### config.mk
export PLATFORM = sky130hd
export DESIGN_NAME = idu_decode_queue
export DESIGN_NICKNAME = d
export VERILOG_FILES = /design/src/rtl/idu_decode_queue.sv
export SDC_FILE = /design/constraint.sdc
export NUM_CORES = 1
export LEC_CHECK = 0
export ABC_AREA = 0
export BUFFER_PORTS_ARGS = -buffer_cell sky130_fd_sc_hd__buf_2
export CORE_MARGIN = 4
export CORE_UTILIZATION = 57
export CTS_CLUSTER_DIAMETER = 200
export DETAILED_ROUTE_END_ITERATION = 10
export PLACE_DENSITY = 0.8
export SLEW_MARGIN = 10
export SYNTH_ARGS = -nofsm -noshare
export SYNTH_HDL_FRONTEND = slang
export SYNTH_SLANG_ARGS = --single-unit
### constraint.sdc
create_clock -name clk -period 3 [get_ports clk]
set_input_delay 0.3 -clock clk [delete_from_list [all_inputs] [get_ports clk]]
set_output_delay 0.3 -clock clk [all_outputs]
set_load 0.005 [all_outputs]
### src/rtl/idu_decode_queue.sv
// Decode-stage instruction queue: DEPTH-entry circular buffer of {inst, pc}
// between fetch and execute, with RV32I field/immediate decode of the head
// entry and a single-cycle flush for redirects.
module idu_decode_queue #(
  parameter int XLEN  = 32,
  parameter int PC_W  = 32,
  parameter int DEPTH = 4
) (
  input  logic                         clk,
  input  logic                         rst_n,
  input  logic                         flush,
  input  logic                         in_valid,
  output logic                         in_ready,
  input  logic [31:0]                  in_inst,
  input  logic [PC_W-1:0]              in_pc,
  output logic                         out_valid,
  input  logic                         out_ready,
  output logic [31:0]                  out_inst,
  output logic [PC_W-1:0]              out_pc,
  output logic [4:0]                   out_rs1,
  output logic [4:0]                   out_rs2,
  output logic [4:0]                   out_rd,
  output logic [2:0]                   out_funct3,
  output logic [XLEN-1:0]              out_imm,
  output logic [2:0]                   out_fmt,
  output logic                         out_rd_wen,
  output logic                         out_mem_ren,
  output logic                         out_mem_wen,
  output logic                         out_branch,
  output logic                         out_jump,
  output logic                         out_illegal,
  output logic [$clog2(DEPTH+1)-1:0]   count
);
  localparam int AW = $clog2(DEPTH);
  localparam int CW = $clog2(DEPTH+1);

  localparam logic [2:0] F_R = 3'd0, F_I = 3'd1, F_S = 3'd2, F_B = 3'd3,
                         F_U = 3'd4, F_J = 3'd5, F_NONE = 3'd7;
  localparam logic [6:0] OP_SYS = 7'b1110011;

  typedef struct packed {
    logic [31:0]     inst;
    logic [PC_W-1:0] pc;
  } entry_t;

  entry_t        mem [DEPTH];
  logic [AW-1:0] wr_ptr, rd_ptr;
  logic          push, pop;

  // in_ready depends only on occupancy (and reset), never on out_ready
  assign in_ready  = rst_n & (count != CW'(DEPTH));
  assign out_valid = (count != '0) & ~flush;
  assign push      = in_valid & in_ready;
  assign pop       = out_valid & out_ready;

  // Queue storage and pointers; flush discards everything incl. this cycle's push/pop
  always_ff @(posedge clk or negedge rst_n) begin
    if (!rst_n) begin
      wr_ptr <= '0;
      rd_ptr <= '0;
      count  <= '0;
      for (int i = 0; i < DEPTH; i++) mem[i] <= '0;
    end else if (flush) begin
      wr_ptr <= '0;
      rd_ptr <= '0;
      count  <= '0;
    end else begin
      if (push) begin
        mem[wr_ptr] <= '{inst: in_inst, pc: in_pc};
        wr_ptr      <= wr_ptr + AW'(1);
      end
      if (pop) rd_ptr <= rd_ptr + AW'(1);
      if (push && !pop)      count <= count + CW'(1);
      else if (pop && !push) count <= count - CW'(1);
    end
  end

  logic [31:0] inst;
  logic [6:0]  opc;
  logic [31:0] imm32;

  assign inst       = mem[rd_ptr].inst;
  assign opc        = inst[6:0];
  assign out_inst   = inst;
  assign out_pc     = mem[rd_ptr].pc;
  assign out_rs1    = inst[19:15];
  assign out_rs2    = inst[24:20];
  assign out_rd     = inst[11:7];
  assign out_funct3 = inst[14:12];
  // Immediates are built at 32 bits then sign-extended to the datapath width
  assign out_imm    = XLEN'($signed(imm32));

  // Head-entry decode: format, immediate and control flags
  always_comb begin
    out_fmt     = F_NONE;
    imm32       = '0;
    out_mem_ren = 1'b0;
    out_mem_wen = 1'b0;
    out_branch  = 1'b0;
    out_jump    = 1'b0;
    case (opc)
      7'b0110111, 7'b0010111: begin
        out_fmt = F_U;
        imm32   = {inst[31:12], 12'b0};
      end
      7'b1101111: begin
        out_fmt  = F_J;
        out_jump = 1'b1;
        imm32    = {{11{inst[31]}}, inst[31], inst[19:12], inst[20], inst[30:21], 1'b0};
      end
      7'b1100111: begin
        out_fmt  = F_I;
        out_jump = 1'b1;
        imm32    = {{20{inst[31]}}, inst[31:20]};
      end
      7'b1100011: begin
        out_fmt    = F_B;
        out_branch = 1'b1;
        imm32      = {{19{inst[31]}}, inst[31], inst[7], inst[30:25], inst[11:8], 1'b0};
      end
      7'b0000011: begin
        out_fmt     = F_I;
        out_mem_ren = 1'b1;
        imm32       = {{20{inst[31]}}, inst[31:20]};
      end
      7'b0100011: begin
        out_fmt     = F_S;
        out_mem_wen = 1'b1;
        imm32       = {{20{inst[31]}}, inst[31:25], inst[11:7]};
      end
      7'b0010011: begin
        out_fmt = F_I;
        // shifts carry an unsigned shamt, not a signed immediate
        if (inst[13:12] == 2'b01) imm32 = {27'b0, inst[24:20]};
        else                      imm32 = {{20{inst[31]}}, inst[31:20]};
      end
      7'b0110011: out_fmt = F_R;
      OP_SYS: begin
        out_fmt = F_I;
        imm32   = {{20{inst[31]}}, inst[31:20]};
      end
      default: ;
    endcase
    out_illegal = (out_fmt == F_NONE);
    // ecall/ebreak/mret (funct3==0) never write a register
    out_rd_wen  = ~out_illegal & (inst[11:7] != 5'd0) &
                  (out_fmt inside {F_R, F_I, F_U, F_J}) &
                  ~((opc == OP_SYS) & (inst[14:12] == 3'b000));
  end
endmodule

## Word level (Yosys, flattened, before mapping)

Cells that the tools add are included.

- Register bits: 263
- Latch bits: 0
- Memory bits (writable): 0
- Bits in read-only memories: 0
- Input bits: 69
- Word-level logic and storage cells: 85
- Memories: 0

- $add $sub $neg: 4
- Multipliers: 0
- Div/mod/pow operators: 0
- Magnitude comparators: 3
- Eq/ne operators: 16
- Shift-type cells: 0
- Multiplexer cells: 20
- Bitwise logic cells: 13
- Reductions and logical operators: 18

Operators by type and width:

| operator | count |
|---|---|
| $bwmux W256 | 1 |
| $mux W64 | 3 |
| $pmux W32 S6 | 1 |
| $bmux W64 S2 | 1 |
| $demux W64 S2 | 1 |
| $mux W32 | 1 |
| $eq A7 B7 Y1 const B | 4 |
| $eq A7 B6 Y1 const B | 3 |
| $pmux W3 S6 | 1 |
| $eq A7 B5 Y1 const B | 2 |
| $eq A3 B3 Y1 const B | 3 |
| $mux W3 | 3 |
| $and A1 B1 Y1 | 8 |
| $mux W2 | 4 |
| $eq A7 B2 Y1 const B | 1 |
| $ge A3 B3 Y1 const B | 2 |
| $logic_not A3 Y1 | 2 |
| $not A2 Y3 | 2 |
| $reduce_bool A3 Y1 | 2 |
| $reduce_bool A5 Y1 | 1 |
| $add A2 B1 Y2 const B | 2 |
| $mux W1 | 4 |
| $reduce_bool A2 Y1 | 2 |
| $reduce_bool A4 Y1 | 1 |
| other kinds (13) | 19 |

## Longest topological paths before layout

- Depth in word-level cells: 12
- Mapped depth: 8

## Least setup slack after synthesis

Ideal clock, no wire load.

- Path kind: register to output
- Start: register rd_ptr[0]
- End: output port out_imm[12]
- Arrival time: 2.255 ns
- Setup slack: 0.445 ns
- Stages on the path, launching flop included: 8
- Path buffers: 2
- Cells stage by stage: dfrtp_1 -> buf_6 -> mux4_2 -> buf_6 -> nand3b_4 -> or4_4 -> a21boi_4 -> a21o_1

- Word-level cells in the longest chain between the ends: 7

RTL lines:

| element | RTL line | RTL |
|---|---|---|
| start, declared | 47 | `logic [AW-1:0] wr_ptr, rd_ptr;` |
| start signal, assigned | 72 | `if (pop) rd_ptr <= rd_ptr + AW'(1);` |
| $not A2 Y3 (not written as such) * | 82 | `assign inst = mem[rd_ptr].inst;` |
| $bmux W64 S2 * | 82 |  |
| $mux W64 * (2 in a row) | -- |  |
| net out_inst[3] | 18 | `output logic [31:0] out_inst,` |
| $eq A7 B7 Y1 (tied with other cells) | 101 | `case (opc)` |
| $reduce_or A3 Y1 (no line) / $reduce_or A2 Y1 (equally long branches) | -- |  |
| $pmux W32 S6 * | 101 |  |
| end, declared | 24 | `output logic [XLEN-1:0] out_imm,` |

The timed path passes the listed nets; every way through them passes the cells marked *. The select of a mux whose other input is x is not followed.

## Worst setup path in the final report

- Start: register rd_ptr[1]
- End: output port out_imm[12]

- Word-level cells in the longest chain between the ends: 7

RTL lines:

| element | RTL line |
|---|---|
| $not A2 Y3 (not written as such) * | 82 |
| $bmux W64 S2 * | 82 |
| $mux W64 * (2 in a row) | -- |
| $eq A7 B7 Y1 (tied with other cells) | 101 |
| $reduce_or A3 Y1 (no line) (tied with other cells) | -- |
| $pmux W32 S6 * | 101 |

Every way passes the cells marked *; elsewhere a longest branch is shown, timed or not. The select of a mux whose other input is x is not followed.

==> impl_metrics.yaml <==
timing:
  setup-tns-final_ps: -5499
  layout_skew_ps: 17.23
  setup-violations-final: 33
  maxClockFrequency_mhz: 309.5
  unrepaired_setup_endpoints_after_global_routing: "true"
  drv_slew: 0
  slew_headroom_pct: 48.19
  final_period_minus_worst_setup_slack_ps: 3231
  layout_worst_path_cycle_share_pct: 107.7
  worst-slew-pin-transition_ps: 777.2
  setup_slack_ps: -231.4
  hold_violations: 0
cells_and_area:
  final_nets: 1075
  final_cells: 1297
  finish.instance_area_mm2: 0.01474
  num-fill-cells: 1432
  final_layout_size_suffix_gt1_share_pct: 62.98
  syn2layout_area_growth_pct: 20.55
hold_path:
  min_delay_worst_endpoint: "mem[75]"
  timing.hold.worst_path_depth: 2
  type_of_the_worst_min_delay_path: "in2reg"
  min_from: "in_pc[11]"
synthesis:
  synthTopCellsByArea: "dfrtp_1 54%, mux2_2 24%, mux4_2 11%, buf_2 1.3%, a21o_1 1.2%"
  synth_commonest_cells: "263 x dfrtp_1, 257 x mux2_2, 62 x mux4_2, 31 x buf_2, 20 x a21o_1"
  syn-cell-area_mm2: 0.01222
  syn-num-nets: 859
  post-synth-top-area-cell: "dfrtp_1"
  synthCells: 785
  syn-mean-instance-area_um2: 15.57
  synth-edff-count: 0
  yosysWarningCount: 0
  yosys_most_used_dff: "dfrtp_1"
  synth_top_area_share_pct: 53.84
  post_synthesis_async_set_or_reset_flop_share_pct: 100.0
  yosysMostFrequentCell: "dfrtp_1"
  synth.distinct_cells: 52
  yosys_register_bits: 263
  seq_area_frac_synth_pct: 53.84
worst_setup_path:
  worst_path_largest_cell_delay_ps: 510
  critPathSlowestCell: "dfrtp_2"
  crit_path_cell_trace: "buf_6, mux4_2, or2_1, o32a_1, a21boi_4, buf_6, a21o_1, buf_2"
  cp.arrival_ps: 2930
  cp_max_fo: 12
  startpoint_type: "register"
  worstReg2RegStart: "count[1]"
  ff2ff_path_depth: 7
  crit_type: "reg2out"
  crit_top_cell: "buf_6"
  worstSetupEndpointType: "output pin"
  timing.rr.end: "count[2]"
  required_time_at_the_endpoint_of_the_critical_path_ps: 2700
  register_to_register_setup_slack_ps: 400
placed_design:
  hpwl_um: 17570
  place_inst: 1220
  place.gp.congestion: 0.9279
  dpl_worst_slack_ps: 121.1
  placedInstanceArea_mm2: 0.01344
  io_buffer_count: 196
floorplanning:
  fp.dieArea_mm2: 0.02385
  number_of_i_o_pins: 197
  core-area_mm2: 0.02109
  row_count: 53
  initial_core_util_pct: 57.96
  fp.dieH_um: 154.4
  fp.dieW_um: 154.4
detailed_routing:
  detailedRoute.firstIterationViolations: 362
  wl_um: 27330
  dr_total_vias: 7586
  detail_route.first_pass.iterations: 4
  vias_per_cell: 5.849
  route.antenna.remaining_nets: 0
  wl_per_cell_um: 21.07
  drc: 0
clock_tree:
  clkTransAtPathRegs_ps: 60
  cts_buffers: 27
  htree_levels: 1
  clkLatencyLatePin_ps: 530
  cts.sink_count: 263
  cts.root.buffer_cell: "clkbuf_16"
  cts.path.max_buffers: 3
  cts_tree: "yes"
pwr:
  peakVddDrop_v: 0.0004853
  p_per_area_mw_per_mm2: 800.2
  power_leakage_nw: 7.271
run_status:
  violations: "setup timing"
  outcome: "finished, violations left"
global_route:
  vias_in_the_first_global_route: 8300
  number_of_antenna_violations_at_the_first_check_in_global_routing: 2
  grt_first_pass_wirelength_um: 44020
  grt_overflow: 0
  grt.total_usage_pct: 22.75
  maximum_number_of_pins_on_one_net_before_global_route_repair: 146
run:
  maxCapViolations: 0
==> placed cells by master, fill, tap and decap left out, types with 5 or more instances in the layout <==
| cell type | n |
|---|---|
| dfrtp_1 | 261 |
| mux2_2 | 257 |
| buf_2 | 195 |
| mux4_2 | 64 |
| buf_4 | 41 |
| clkbuf_16 | 27 |
| a21o_1 | 20 |
| nor2_1 | 13 |
| and2_1 | 9 |
| buf_6 | 9 |
| nand2_1 | 8 |
| clkinv_2 | 7 |
| inv_1 | 6 |
| nand2_2 | 5 |
==> flip-flops by register name, indices dropped and copies added, names as in the netlist <==
signal  flops
count       3
wr_ptr      2
rd_ptr      2
mem       256
==> power breakdown <==
group | leakage [nW] | switching, mW | internal (mW)
Combinational | 3.39 | 1.57 | 2.02
Clock | 0.459 | 1.35 | 2.10
Sequential | 3.43 | 0.404 | 4.35
==> cell type report <==
class | count | area (µm²) | share of cell area [%]
Clock inverter | 14 | 180.2 | 1.223
Sequential cell | 263 | 6586 | 44.70
Multi-Input combinational cell | 451 | 5360 | 36.38
Inverter | 7 | 26.28 | 0.1783
Clock buffer | 35 | 745.7 | 5.061
Antenna cell | 1 | 2.502 | 0.01698
Timing Repair Buffer | 251 | 1490 | 10.11
Tap cell | 275 | 344.1 | 2.335
==> how the worst max path moves through the flow <==
| stage | from | endpoint | slack (ps) |
|---|---|---|---|
| 5_1_grt | rd_ptr[0] | out_imm[13] | -330 |
| 3_3_place_gp | rd_ptr[0] | out_imm[28] | 180 |
| 6_report | rd_ptr[1] | out_imm[12] | -230 |
| 3_5_place_dp | rd_ptr[0] | out_imm[23] | 120 |
| 2_1_floorplan | rd_ptr[0] | out_imm[12] | 440 |
| 4_1_cts | rd_ptr[0] | out_imm[23] | -230 |
==> through the flow <==
step	power [mW]	utilization, %	hold WS (ps)
4_1_cts	11.79	69.44	27.89
3_5_place_dp	8.064	63.75	166.1
6_report	11.79	69.88	47.84
2_1_floorplan	6.914	-	4.409
5_1_grt	12.41	69.86	39.08
3_3_place_gp	7.958	63.75	166.6
==> worst max-delay path, delay by kind of cell (launching register included) <==
kind            cells  cell delay, ps
simple gates        1             280
flops               1             510
compound gates      3             790
buf+inv             3             480
mux                 1             380
==> timing repair <==
action / in CTS / in global routing
hold buffers: 1 / 0
setup endpoints to repair: 37 / 35
pin swaps: 9 / 8
resized for setup: 30 / 8
gates cloned: 0 / 0
buffers inserted: 22 / 5
hold endpoints to repair: 23 / 0
==> routing by layer <==
| layer | wire (µm) | part of all wire, % | GRT usage [%] | up-vias |
|---|---|---|---|---|
| met5 | 40 | 0.15 | 0 | - |
| met4 | 541 | 2.0 | 5.593 | 4 |
| met3 | 1753 | 6.4 | 5.232 | 51 |
| met2 | 13690 | 50 | 39.14 | 228 |
| met1 | 11300 | 41 | 29.64 | 3956 |
| li1 | - | - | - | 3347 |
==> logic make-up (layout without fill, tap and decap cells) <==
group                      after synthesis  count (layout)  synth area share (%)
xor gates and xnor gates                 3               3                0.2150
buffers and inverters                   71             307                 3.204
adders and majority gates                5               5                0.5733
other                                    0               1                     0
and+or+nand+nor                         69              69                 3.153
muxes                                  324             324                 35.78
AOI/OAI and AO/OA                       50              50                 3.235
DFF                                    263             263                 53.84
Power figures use the tool's default switching activity.
